[config.mk]
export PLATFORM = sky130hd
export DESIGN_NAME = wb_spi_initiator_flat
export DESIGN_NICKNAME = d
export VERILOG_FILES = /design/src/rtl/wb_spi_initiator_if.sv /design/src/rtl/wb_spi_initiator.sv /design/src/flat_wrapper.sv
export SDC_FILE = /design/constraint.sdc
export NUM_CORES = 1
export LEC_CHECK = 0
export BUFFER_PORTS_ARGS = -buffer_cell sky130_fd_sc_hd__buf_2
export CORE_MARGIN = 3
export CORE_UTILIZATION = 40
export DETAILED_ROUTE_END_ITERATION = 8
export SLEW_MARGIN = 20
export SYNTH_ARGS = -nofsm -noshare
export SYNTH_HDL_FRONTEND = slang
export SYNTH_SLANG_ARGS = --single-unit
[constraint.sdc]
create_clock -name clk_i -period 2.61 [get_ports clk_i]
set_input_delay 0.522 -clock clk_i [delete_from_list [all_inputs] [get_ports clk_i]]
set_output_delay 0.522 -clock clk_i [all_outputs]
set_load 0.05 [all_outputs]
[src/rtl/wb_spi_initiator_if.sv]
// Wishbone B4 classic single-beat bus between a host master and wb_spi_initiator.
// Signal suffixes follow the slave's point of view.
interface wb_spi_initiator_if #(
    parameter int unsigned ADDR_WIDTH = 23
) ();
    logic                  cyc_i;
    logic                  stb_i;
    logic [ADDR_WIDTH-1:0] adr_i;
    logic                  we_i;
    logic [7:0]            dat_i;
    logic                  ack_o;
    logic                  err_o;
    logic                  rty_o;
    logic [7:0]            dat_o;

    modport master (
        output cyc_i, stb_i, adr_i, we_i, dat_i,
        input  ack_o, err_o, rty_o, dat_o
    );

    modport slave (
        input  cyc_i, stb_i, adr_i, we_i, dat_i,
        output ack_o, err_o, rty_o, dat_o
    );
endinterface

[src/rtl/wb_spi_initiator.sv]
// Wishbone slave that turns each single-beat access into one SPI mode-0 frame:
// 24-bit header {we, adr}, then 8 write bits, or WAIT_BITS dummy bits plus 8 read bits.
module wb_spi_initiator #(
    parameter int unsigned ADDR_WIDTH = 23,
    parameter int unsigned CLK_DIV    = 2,
    parameter int unsigned WAIT_BITS  = 8
) (
    input  logic              clk_i,
    input  logic              rst_n,
    wb_spi_initiator_if.slave wb,
    output logic              busy_o,
    output logic              spi_ss_n,
    output logic              spi_sck,
    output logic              spi_mosi,
    input  logic              spi_miso
);

    localparam logic [2:0] StIdle   = 3'd0;
    localparam logic [2:0] StSetup  = 3'd1;
    localparam logic [2:0] StHeader = 3'd2;
    localparam logic [2:0] StWdata  = 3'd3;
    localparam logic [2:0] StWait   = 3'd4;
    localparam logic [2:0] StRdata  = 3'd5;
    localparam logic [2:0] StDone   = 3'd6;
    localparam logic [2:0] StGap    = 3'd7;

    localparam int unsigned   DivW    = (CLK_DIV > 1) ? $clog2(CLK_DIV) : 1;
    localparam logic [DivW-1:0] DivLast = DivW'(CLK_DIV - 1);

    logic [2:0]      state_q, state_d;
    logic [DivW-1:0] div_q, div_d;
    logic            sck_q, sck_d;
    logic            ss_n_q, ss_n_d;
    logic [39:0]     sh_q, sh_d;
    logic [5:0]      bit_q, bit_d;
    logic [7:0]      rx_q, rx_d;
    logic [7:0]      dat_q, dat_d;
    logic            ack_q, ack_d;
    logic            busy_q, busy_d;
    logic            we_q, we_d;
    logic [22:0]     adr_ext;
    logic            in_frame;

    always_comb begin
        adr_ext = 23'(wb.adr_i[ADDR_WIDTH-1:0]);
    end

    assign in_frame = (state_q == StSetup) || (state_q == StHeader) || (state_q == StWdata) ||
                      (state_q == StWait) || (state_q == StRdata);

    always_comb begin
        state_d = state_q;
        div_d   = div_q;
        sck_d   = sck_q;
        ss_n_d  = ss_n_q;
        sh_d    = sh_q;
        bit_d   = bit_q;
        rx_d    = rx_q;
        dat_d   = dat_q;
        ack_d   = 1'b0;
        busy_d  = busy_q;
        we_d    = we_q;

        case (state_q)
            StIdle: begin
                if (wb.cyc_i && wb.stb_i && !ack_q) begin
                    state_d = StSetup;
                    div_d   = '0;
                    ss_n_d  = 1'b0;
                    we_d    = wb.we_i;
                    sh_d    = {wb.we_i, adr_ext, (wb.we_i ? wb.dat_i : 8'h00), 8'h00};
                    bit_d   = 6'd24;
                    busy_d  = 1'b1;
                end
            end
            StSetup: begin
                if (div_q == DivLast) begin
                    state_d = StHeader;
                    div_d   = '0;
                end else begin
                    div_d = div_q + 1'b1;
                end
            end
            StHeader, StWdata, StWait, StRdata: begin
                if (div_q != DivLast) begin
                    div_d = div_q + 1'b1;
                end else if (!sck_q) begin
                    // Rising edge: the remote drives MISO on the falling edge, so sample here.
                    div_d = '0;
                    sck_d = 1'b1;
                    if (state_q == StRdata) rx_d = {rx_q[6:0], spi_miso};
                end else begin
                    div_d = '0;
                    sck_d = 1'b0;
                    sh_d  = {sh_q[38:0], 1'b0};
                    bit_d = bit_q - 6'd1;
                    if (bit_q == 6'd1) begin
                        case (state_q)
                            StHeader: begin
                                if (we_q) begin
                                    state_d = StWdata;
                                    bit_d   = 6'd8;
                                end else if (WAIT_BITS != 0) begin
                                    state_d = StWait;
                                    bit_d   = 6'(WAIT_BITS);
                                end else begin
                                    state_d = StRdata;
                                    bit_d   = 6'd8;
                                end
                            end
                            StWait: begin
                                state_d = StRdata;
                                bit_d   = 6'd8;
                            end
                            default: begin
                                state_d = StDone;
                                ss_n_d  = 1'b1;
                                sh_d    = '0;
                                ack_d   = 1'b1;
                                if (!we_q) dat_d = rx_q;
                            end
                        endcase
                    end
                end
            end
            StDone: begin
                state_d = StGap;
                div_d   = '0;
            end
            StGap: begin
                if (div_q == DivLast) begin
                    state_d = StIdle;
                    div_d   = '0;
                    busy_d  = 1'b0;
                end else begin
                    div_d = div_q + 1'b1;
                end
            end
            default: state_d = StIdle;
        endcase

        // Losing cyc_i mid-frame abandons the frame; stb_i alone is not consulted here.
        if (in_frame && !wb.cyc_i) begin
            state_d = StGap;
            div_d   = '0;
            sck_d   = 1'b0;
            ss_n_d  = 1'b1;
            sh_d    = '0;
            ack_d   = 1'b0;
            dat_d   = dat_q;
        end
    end

    always_ff @(posedge clk_i or negedge rst_n) begin
        if (!rst_n) begin
            state_q <= StIdle;
            div_q   <= '0;
            sck_q   <= 1'b0;
            ss_n_q  <= 1'b1;
            sh_q    <= '0;
            bit_q   <= '0;
            rx_q    <= '0;
            dat_q   <= '0;
            ack_q   <= 1'b0;
            busy_q  <= 1'b0;
            we_q    <= 1'b0;
        end else begin
            state_q <= state_d;
            div_q   <= div_d;
            sck_q   <= sck_d;
            ss_n_q  <= ss_n_d;
            sh_q    <= sh_d;
            bit_q   <= bit_d;
            rx_q    <= rx_d;
            dat_q   <= dat_d;
            ack_q   <= ack_d;
            busy_q  <= busy_d;
            we_q    <= we_d;
        end
    end

    assign wb.ack_o = ack_q;
    assign wb.err_o = 1'b0;
    assign wb.rty_o = 1'b0;
    assign wb.dat_o = dat_q;
    assign busy_o   = busy_q;
    assign spi_ss_n = ss_n_q;
    assign spi_sck  = sck_q;
    assign spi_mosi = sh_q[39];

endmodule

[src/flat_wrapper.sv]
// flat-port wrapper written by rule: the top's interface ports become plain ports
module wb_spi_initiator_flat 
#(
    parameter int unsigned ADDR_WIDTH = 23,
    parameter int unsigned CLK_DIV    = 2,
    parameter int unsigned WAIT_BITS  = 8
)
  (clk_i, rst_n, busy_o, spi_ss_n, spi_sck, spi_mosi, spi_miso, wb_cyc_i, wb_stb_i, wb_adr_i, wb_we_i, wb_dat_i, wb_ack_o, wb_err_o, wb_rty_o, wb_dat_o);
  wb_spi_initiator_if #(.ADDR_WIDTH(ADDR_WIDTH)) wb_i ();
  input  logic clk_i;
  input  logic rst_n;
  output logic busy_o;
  output logic spi_ss_n;
  output logic spi_sck;
  output logic spi_mosi;
  input  logic spi_miso;
  input wire logic [$bits(wb_i.cyc_i)-1:0] wb_cyc_i;
  input wire logic [$bits(wb_i.stb_i)-1:0] wb_stb_i;
  input wire logic [$bits(wb_i.adr_i)-1:0] wb_adr_i;
  input wire logic [$bits(wb_i.we_i)-1:0] wb_we_i;
  input wire logic [$bits(wb_i.dat_i)-1:0] wb_dat_i;
  output wire logic [$bits(wb_i.ack_o)-1:0] wb_ack_o;
  output wire logic [$bits(wb_i.err_o)-1:0] wb_err_o;
  output wire logic [$bits(wb_i.rty_o)-1:0] wb_rty_o;
  output wire logic [$bits(wb_i.dat_o)-1:0] wb_dat_o;
  assign wb_i.cyc_i = wb_cyc_i;
  assign wb_i.stb_i = wb_stb_i;
  assign wb_i.adr_i = wb_adr_i;
  assign wb_i.we_i = wb_we_i;
  assign wb_i.dat_i = wb_dat_i;
  assign wb_ack_o = wb_i.ack_o;
  assign wb_err_o = wb_i.err_o;
  assign wb_rty_o = wb_i.rty_o;
  assign wb_dat_o = wb_i.dat_o;
  wb_spi_initiator #(.ADDR_WIDTH(ADDR_WIDTH), .CLK_DIV(CLK_DIV), .WAIT_BITS(WAIT_BITS)) u_core (.clk_i(clk_i), .rst_n(rst_n), .wb(wb_i), .busy_o(busy_o), .spi_ss_n(spi_ss_n), .spi_sck(spi_sck), .spi_mosi(spi_mosi), .spi_miso(spi_miso));
endmodule
==> flow_metrics.py <==
metrics = {
    "run_status": {
        "status": "finished clean",
    },
    "critical_path": {
        "worst-path-buf-inv": 0,
        "worst-path-max-fanout": 16,
        "critical_path_class": "reg2reg",
        "cp-start-kind": "flip-flop",
        "end_kind": "flip-flop",
        "path_cells": "ha_1 -> nand3_1 -> o22ai_2 -> nor2_4 -> a22o_1",
        "crit_family": "compound AO/OA/AOI/OAI gates",
        "slowest_delay_ns": 0.58,
        "crit_arrival_ns": 2.39,
        "cpMaxStageDelayCell": "ha_1",
        "required_ns": 2.83,
    },
    "cts": {
        "cts-root-buf": "clkbuf_8",
        "htreeDepth": 3,
        "clock-sinks": 63,
        "clkLatencyLatePin_ns": 0.34,
        "cts_inserted_buffers": 9,
        "tritoncts": "done",
        "post_cts_buffers": 0,
        "hold_buffers": 0,
        "path_clk_slew_ns": 0.08,
        "cts-resized-gates": 0,
        "clockBufferDepth": 2,
    },
    "grt": {
        "grt_max_degree": 47,
        "grt_pass1_vias": 2549,
        "grt_usage": 0.172,
        "grt_pass1_wl_um": 12200,
        "overflow": 0,
        "grt_antenna_before_repair": 0,
    },
    "logic_synthesis": {
        "yosys.area_share.simple": 0.138,
        "ys_warn_count": 0,
        "ys_async_sr_fraction": 1.00,
        "synth.mux.area_fraction": 0.0668,
        "synth_xor_area_frac": 0.0111,
        "syn_avg_cell_area_um2": 10.4,
        "ys_ff_latch": 63,
        "synth_compound_area_frac": 0.232,
        "synth_edf_count": 0,
        "ys_seq_area_frac": 0.499,
        "synthAdderAreaFrac": 0.0119,
        "synth_top_family_by_area": "compound AO/OA/AOI/OAI gates",
        "synthDistinctLibCells": 52,
        "synthFlopType": "dfrtp_1",
        "syn_inst": 304,
        "netlist_area_um2": 3160,
    },
    "floorplan": {
        "core_area_um2": 7450,
        "initial_utilization": 0.425,
        "die_w_um": 94.9,
        "die_area_um2": 9010,
        "die_y_um": 94.9,
        "rows": 31,
        "io_pins": 52,
    },
    "timing": {
        "slew_headroom": 0.611,
        "min_period_over_period": 0.831,
        "tns_ns": 0,
        "setup_viol": 0,
        "finalHoldViolCount": 0,
        "max_freq_mhz": 461,
        "skew_ns": 0.0129,
        "grt_setup_unrepaired": "no",
        "fin_crit_ns": 2.17,
        "worst_slew_pin_slew_ns": 0.582,
        "drv_slew": 0,
    },
    "route": {
        "vias": 2551,
        "ant_nets": 0,
        "wl_um": 7000,
        "via_per_inst": 5.53,
        "drtIter0Drc": 164,
        "detail_route.first_pass.iterations": 4,
        "routedWlPerCell_um": 15.2,
        "drc": 0,
    },
    "placement": {
        "gp_congestion": 0.842,
        "port_buffers": 49,
        "dp_hpwl_um": 4830,
    },
    "power_and_ir_drop": {
        "peakVddDrop_mv": 0.533,
        "p_leak_nw": 1.71,
        "powerDensity_nw_per_um2": 1270,
    },
    "layout": {
        "fill_cells": 745,
        "syn_to_final_growth_pct": 17.4,
        "layout_common_cells": "dfrtp_1, buf_2, nor2_1",
        "utilization": 0.499,
        "antenna_cells": 0,
        "drive_gt1_frac": 0.282,
        "final_nets": 397,
        "final_common_cell": "dfrtp_1",
    },
    "min_path": {
        "hold_class": "in2async",
    },
    "run": {
        "maxCapViolations": 0,
    },
}
## final cells by class
class | count | area [um2] | share of cell area
clock inverters | 5 | 35.0 | 0.00943
clock buffers | 11 | 131 | 0.0354
flip-flops and latches | 63 | 1580 | 0.425
inverters | 8 | 30.0 | 0.00809
repair buffers | 60 | 353 | 0.0950
multi-input cells | 215 | 1460 | 0.394
well taps | 99 | 124 | 0.0334
## cell usage after synthesis (5+ instances only)
library cell  count  area (um2)
a22oi_1          25         188
a22o_1           16         140
nand3_1           6        30.0
nor2_1           37         139
nand2_1          10        37.5
mux2_2           17         191
buf_2            12        60.1
inv_1             8        30.0
a21oi_1          31         155
nor3_1            5        25.0
a31oi_1           6        37.5
dfrtp_1          62        1550
o21ai_0          11        55.1
## final timing paths
kind                       slack (ns)                           start                        endpoint  cells after the start
setup / recovery                 0.44   u_core.state_q[2]$_DFFE_PN0P_     u_core.sh_q[15]$_DFFE_PN0P_                      5
hold / removal                   0.11                           rst_n      u_core.sh_q[9]$_DFFE_PN0P_                      1
setup reg to reg                 0.44   u_core.state_q[2]$_DFFE_PN0P_     u_core.sh_q[15]$_DFFE_PN0P_                      5
hold reg to reg                  0.50  u_core.wb.dat_o[1]$_DFFE_PN0P_  u_core.wb.dat_o[1]$_DFFE_PN0P_                      1
max in group asynchronous        1.93                           rst_n         u_core.we_q$_DFFE_PN0P_                      2
min in group clk_i               0.43                        spi_miso      u_core.rx_q[0]$_DFFE_PN0P_                      2
## state kept, by name, indices dropped and copies added (netlist names)
signal and count:
u_core.sh_q 32, u_core.rx_q 8, u_core.wb.dat_o 8, u_core.bit_q 6, u_core.state_q 3, u_core.busy_o 1, u_core.div_q 1, u_core.spi_sck 1
u_core.spi_ss_n 1, u_core.wb.ack_o 1, u_core.we_q 1
## stage by stage
stage / std cells / total power, mW / area (um2) / hold WS (ns) / setup WS [ns]
floorplan: 305 / 3.43 / 3170 / 0.226 / 0.654
global placement: 445 / 3.95 / 3550 / 0.478 / 0.506
detailed placement: 445 / 3.98 / 3550 / 0.479 / 0.475
CTS: 461 / 4.75 / 3710 / 0.109 / 0.447
global route: 461 / 5.14 / 3710 / 0.125 / 0.166
finish: 461 / 4.71 / 3710 / 0.110 / 0.441
## routing by layer
layer | up-vias | routed length (um) | global-route usage
li1 | 1220 | - | -
met3 | 7 | 408 | 0.0414
met1 | 1252 | 3190 | 0.240
met2 | 72 | 3290 | 0.256
met4 | 0 | 100 | 0.0673
met5 | - | 0 | 0
## where the power goes
group / internal [mW] / switching (mW)
registers: 1.36 / 0.272
clock network: 0.345 / 0.384
logic: 0.957 / 1.39
## logic make-up after synthesis
kind of cell / Yosys count
flops: 63
compound gates: 105
fa+ha+maj: 3
other cells: 1
mux: 19
buf+inv: 27
simple gates: 82
xor+xnor: 4
Note: power is estimated with default switching activity, not from simulation.
